## config.mk

```make
export PLATFORM = sky130hd
export DESIGN_NAME = sum_3
export DESIGN_NICKNAME = d
export VERILOG_FILES = /design/src/rtl/sum_3.sv
export SDC_FILE = /design/constraint.sdc
export NUM_CORES = 1
export LEC_CHECK = 0
export ABC_AREA = 1
export BUFFER_PORTS_ARGS = -buffer_cell sky130_fd_sc_hd__buf_2
export CAP_MARGIN = 5
export CORE_AREA = 2 2 79 81
export CTS_CLUSTER_SIZE = 14
export DETAILED_ROUTE_END_ITERATION = 16
export DIE_AREA = 0 0 81 83
export GPL_TIMING_DRIVEN = 0
export PLACE_DENSITY = 0.89
export SYNTH_ARGS = -nofsm -noshare
export SYNTH_HDL_FRONTEND = slang
export SYNTH_SLANG_ARGS = --single-unit
```

## constraint.sdc

```tcl
create_clock -name clk -period 12.7 [get_ports clk]
set_input_delay 0.635 -clock clk [delete_from_list [all_inputs] [get_ports clk]]
set_output_delay 0.635 -clock clk [all_outputs]
set_load 0.02 [all_outputs]
```

## src/rtl/sum_3.sv

```systemverilog
// Sliding three-sample window: registered signed sum of the newest three samples
// and that sum divided by three (truncated toward zero), plus a window-full flag.
module sum_3 #(
    parameter int WIDTH = 8
) (
    input  logic                     clk,
    input  logic                     rst,
    input  logic signed [WIDTH-1:0]  num,
    output logic signed [WIDTH+1:0]  sum,
    output logic signed [WIDTH-1:0]  avg,
    output logic                     full
);

    // Reciprocal of 3 scaled by 2^(WIDTH+2), rounded up; exact for magnitudes below 2^(WIDTH+1).
    localparam logic [WIDTH+2:0] RECIP =
        ({1'b1, {(WIDTH+2){1'b0}}} / (WIDTH+3)'(3)) + (WIDTH+3)'(1);

    logic signed [WIDTH-1:0]  r_s0;
    logic signed [WIDTH-1:0]  r_s1;
    logic signed [WIDTH-1:0]  r_s2;
    logic        [1:0]        r_count;
    logic signed [WIDTH+1:0]  r_sum;
    logic signed [WIDTH-1:0]  r_avg;
    logic                     r_full;

    logic signed [WIDTH+1:0]  w_sum;
    logic                     w_neg;
    logic        [WIDTH+1:0]  w_mag;
    logic        [2*WIDTH+3:0] w_prod;
    logic        [WIDTH-1:0]  w_quot;
    logic        [WIDTH-1:0]  w_avg;
    logic                     w_unusedBits;

    assign w_sum = {{2{num[WIDTH-1]}},  num}
                 + {{2{r_s0[WIDTH-1]}}, r_s0}
                 + {{2{r_s1[WIDTH-1]}}, r_s1};

    // Divide the magnitude, then restore the sign, so the quotient truncates toward zero.
    assign w_neg  = w_sum[WIDTH+1];
    assign w_mag  = w_neg ? ((WIDTH+2)'(0) - w_sum) : w_sum;
    assign w_prod = {{(WIDTH+3){1'b0}}, w_mag[WIDTH:0]} * {{(WIDTH+1){1'b0}}, RECIP};
    assign w_quot = w_prod[2*WIDTH+1:WIDTH+2];
    assign w_avg  = w_neg ? (WIDTH'(0) - w_quot) : w_quot;

    // s2 completes the history but never feeds the window, which reads num, s0 and s1.
    assign w_unusedBits = ^{r_s2, w_prod[2*WIDTH+3:2*WIDTH+2], w_prod[WIDTH+1:0], w_mag[WIDTH+1]};

    always_ff @(posedge clk) begin
        if (rst) begin
            r_s0    <= '0;
            r_s1    <= '0;
            r_s2    <= '0;
            r_count <= '0;
            r_sum   <= '0;
            r_avg   <= '0;
            r_full  <= 1'b0;
        end else begin
            r_s0  <= num;
            r_s1  <= r_s0;
            r_s2  <= r_s1;
            r_sum <= w_sum;
            r_avg <= w_avg;
            if (r_count != 2'd3) begin
                r_count <= r_count + 2'd1;
            end
            r_full <= (r_count >= 2'd2);
        end
    end

    assign sum  = r_sum;
    assign avg  = r_avg;
    assign full = r_full;

endmodule

```

==> results_tabular.tex <==
\begin{tabular}{lr}
\hline
Metric & Value \\
\hline
\multicolumn{2}{l}{\textbf{Timing}} \\
\quad Setup\_tns & 0 ns \\
\quad Unrepaired setup endpoints after global routing & no \\
\quad Min Tclk post-route & 6.92 ns \\
\quad Worst Max-Slew Pin Slew & just under 0.6 ns \\
\quad Share of the clock period used by the worst path after layout & between 50\% and 60\% \\
\quad Count of endpoints failing hold in the final timing report & 0 \\
\quad Setup skew after layout & roughly 0.0076 ns \\
\quad Number of pins with negative max-slew slack in the final report & 0 \\
\quad Worst relative slew slack & 61.4\% \\
\quad Achievable clock frequency & 0.145 GHz \\
\quad Final setup fails & 0 \\
\multicolumn{2}{l}{\textbf{Placement}} \\
\quad Port-buffer cells & 28 \\
\quad Global placement routability congestion & 0.958 \\
\quad Cell Area, Placed & between 3000 and 4000 µm² \\
\quad Estimated wirelength of the detail-placed design & between 5000 and 6000 µm \\
\multicolumn{2}{l}{\textbf{Routing}} \\
\quad Detailed-router iteration count before antenna repair & 4 \\
\quad Number of vias in the routed layout & around 2,900 \\
\quad Wire length per cell after detailed routing & approximately 13 µm \\
\quad Total Wirelength & 7190 µm \\
\quad Antenna Nets Post-Route & 0 \\
\quad Via/cell ratio & about 5.3 \\
\quad DRT iter0 DRCs & $\sim$110 \\
\quad Number of remaining DRC errors & 0 \\
\multicolumn{2}{l}{\textbf{Logic synthesis}} \\
\quad Count of state elements after synthesis & 37 \\
\quad Sequential element share of the synthesized area & $\sim$22\% \\
\quad Cells after Synth & 434 \\
\quad Yosys warns & 0 \\
\quad Share of the synthesized area in the top cell type & about 22\% \\
\quad Net count after synthesis & 522 \\
\quad Yosys cell types & 32 \\
\quad Average cell area after synthesis & a little under 8 µm² \\
\quad Syn Std Cell Area & $\sim$3400 µm² \\
\quad Largest area contributor in the synthesized netlist & sky130\_fd\_sc\_hd\_\_dfxtp\_1 \\
\quad Cell types occupying the most area after synthesis & sky130\_fd\_sc\_hd\_\_dfxtp\_1 (22\%), sky130\_fd\_sc\_hd\_\_ha\_1 (20\%), sky130\_fd\_sc\_hd\_\_fa\_1 (14\%) \\
\multicolumn{2}{l}{\textbf{Hold path}} \\
\quad Tightest Hold Check Type & reg -> reg \\
\multicolumn{2}{l}{\textbf{Cells and area}} \\
\quad Final instance area & 3740 µm² \\
\quad Fraction of layout cells with a size suffix above 1 & between 10\% and 20\% \\
\quad Net count reported at finish & about 560 \\
\quad Ant. Diodes & 0 \\
\quad Number of filler instances in the final layout & 480 \\
\quad P\&R area growth vs syn & 10.3\% \\
\multicolumn{2}{l}{\textbf{Critical path}} \\
\quad Critical Path Source Type & input port \\
\quad Class of the most critical setup path & in -> reg \\
\quad Top fanout value on the critical path & 10 \\
\quad Cell family contributing the most delay on the critical path & adder cells \\
\quad Largest stage delay on the critical path & between 0.5 and 0.6 ns \\
\quad Critical path data arrival time & between 7 and 8 ns \\
\quad Crit-path slowest cell & sky130\_fd\_sc\_hd\_\_fa\_1 \\
\quad Required time worst endpoint & between 10 and 15 ns \\
\quad Crit end category & flop \\
\quad Count of buffer and inverter cells on the critical path & 10 \\
\multicolumn{2}{l}{\textbf{Clock network}} \\
\quad Worst-case clock buffer depth & 2 \\
\quad Clock-pin slew on the worst setup and hold paths & roughly 0.070 ns \\
\quad Resized Gates After CTS & 0 \\
\quad Library cell used as clock root buffer & sky130\_fd\_sc\_hd\_\_clkbuf\_8 \\
\quad TritonCTS clock tree & done \\
\quad Clock latency on the worst-skew pair & 0.29 ns \\
\quad TritonCTS buffer count & 5 \\
\quad H-Tree Level Count & 2 \\
\quad Clock sink total & 37 \\
\quad Count of hold buffers inserted by post-cts repair & 0 \\
\quad Total setup buffers inserted after CTS & 0 \\
\multicolumn{2}{l}{\textbf{Global routing}} \\
\quad Number of antenna violations at the first check in global routing & 0 \\
\quad All-Layer GR Usage & approximately a quarter \\
\quad Vias in the first global route & around 3,000 \\
\quad Wire length of the first global-routing pass & approximately 13,000 µm \\
\quad Largest net degree at the start of global routing & 12 \\
\quad Congestion Overflow GR & 0 \\
\multicolumn{2}{l}{\textbf{Job}} \\
\quad Max-cap violation count & 0 \\
\multicolumn{2}{l}{\textbf{Floorplanning}} \\
\quad Top-Level Pins & 29 \\
\quad Die area & slightly below 7000 µm² \\
\quad Chip width & 81 µm \\
\quad Placement row count & 28 \\
\quad Floorplan Core Area & $\sim$5800 µm² \\
\quad DIE HEIGHT & 83 µm \\
\quad Starting density of the core & around three fifths \\
\multicolumn{2}{l}{\textbf{Outcome}} \\
\quad Outcome & finished, final reports clean \\
\hline
\end{tabular}
tightest hold or removal path: stages (launching register included):
cell and delay (ns):
sky130_fd_sc_hd__dfxtp_1 0.33, sky130_fd_sc_hd__inv_1 0.05, sky130_fd_sc_hd__nor2_1 0.03
cells in the mapped netlist:
| cell | instances |
|---|---|
| sky130_fd_sc_hd__xor2_2 | 1 |
| sky130_fd_sc_hd__nand3_2 | 4 |
| sky130_fd_sc_hd__dfxtp_1 | 37 |
| sky130_fd_sc_hd__o21ai_1 | 1 |
| sky130_fd_sc_hd__o311ai_1 | 1 |
| sky130_fd_sc_hd__o21ai_2 | 1 |
| sky130_fd_sc_hd__nor4_1 | 1 |
| sky130_fd_sc_hd__xnor2_1 | 4 |
| sky130_fd_sc_hd__nand2_1 | 52 |
| sky130_fd_sc_hd__o21bai_1 | 1 |
| sky130_fd_sc_hd__or2_1 | 1 |
| sky130_fd_sc_hd__a21o_1 | 1 |
| sky130_fd_sc_hd__fa_1 | 24 |
| sky130_fd_sc_hd__xor2_1 | 12 |
| sky130_fd_sc_hd__a2111oi_0 | 1 |
| sky130_fd_sc_hd__a21oi_2 | 1 |
| sky130_fd_sc_hd__buf_4 | 1 |
| sky130_fd_sc_hd__nand4_1 | 4 |
| sky130_fd_sc_hd__a21oi_1 | 25 |
| sky130_fd_sc_hd__nor3_1 | 5 |
| sky130_fd_sc_hd__buf_1 | 1 |
| sky130_fd_sc_hd__o21ai_0 | 9 |
| sky130_fd_sc_hd__nand2_4 | 2 |
| sky130_fd_sc_hd__nand3_1 | 18 |
| sky130_fd_sc_hd__clkbuf_1 | 2 |
| sky130_fd_sc_hd__nor2_2 | 3 |
| sky130_fd_sc_hd__o21a_1 | 1 |
| sky130_fd_sc_hd__inv_1 | 95 |
| sky130_fd_sc_hd__nor2_1 | 58 |
| sky130_fd_sc_hd__nand3b_2 | 1 |
| sky130_fd_sc_hd__nand2_2 | 12 |
| sky130_fd_sc_hd__ha_1 | 54 |
cell type report:
class	instances	area [µm²]	area share (%)
plain buffers	4	18.8	0.501
clock buffers	7	86.3	2.31
clock inverters	1	30.0	0.802
inverters	95	357	9.52
multi-input cells	298	2280	60.8
flip-flops and latches	37	741	19.8
well taps	75	93.8	2.51
repair buffers	28	140	3.74
final timing paths:
path                      start                 end  slack, ns  cells after the start
max                      num[1]   avg[7]$_SDFF_PP0_       5.78                     37
min reg2reg  r_s0[6]$_SDFF_PP0_  r_s1[6]$_SDFF_PP0_       0.44                      2
max reg2reg  r_s0[1]$_SDFF_PP0_   avg[7]$_SDFF_PP0_       5.88                     36
min          r_s0[6]$_SDFF_PP0_  r_s1[6]$_SDFF_PP0_       0.44                      2
kinds of logic (layout without fill, tap and decap cells):
logic type,Yosys count,after routing,share of synthesized area [%]
compound gates,42,42,6.86
buf+inv,99,135,11.1
xor+xnor,17,17,4.61
flops,37,37,21.8
fa+ha+maj,78,78,34.1
simple gates,161,161,21.6
cells in the final DEF (no fill, tap or decap), types with 6 or more instances in the layout:
cell and instances:
sky130_fd_sc_hd__nor2_1 58, sky130_fd_sc_hd__fa_1 24, sky130_fd_sc_hd__o21ai_0 9, sky130_fd_sc_hd__inv_1 95, sky130_fd_sc_hd__nand3_1 18, sky130_fd_sc_hd__xor2_1 12, sky130_fd_sc_hd__buf_2 28, sky130_fd_sc_hd__a21oi_1 25
sky130_fd_sc_hd__ha_1 54, sky130_fd_sc_hd__nand2_2 12, sky130_fd_sc_hd__clkbuf_8 6, sky130_fd_sc_hd__dfxtp_1 37, sky130_fd_sc_hd__nand2_1 52
routing by layer:
metal	part of all wire (%)	global-route usage (%)	vias up
li1	-	-	1422
met1	39	27.4	1335
met2	53	42.4	84
met3	4.3	3.59	30
met4	3.4	11.7	0
met5	0	0	-
sequential cells by signal, summed over array words and instances, names as in the netlist:
register and flops:
sum 10, r_s1 8, avg 8, full 1, r_s0 8, r_count 2
metrics by stage:
step	instances	hold WS (ns)	setup slack, ns	utilization [%]
after floorplan	434	0.425	6.32	-
after CTS	545	0.446	5.80	64.4
after global routing	545	0.457	5.21	64.4
final	545	0.444	5.78	64.4
after global placement	537	0.430	5.77	62.4
after detailed placement	537	0.435	5.56	62.4
Power is left out: the tool's default activity adds up to more than one toggle a clock period on the data nets, which glitch-free logic cannot reach.
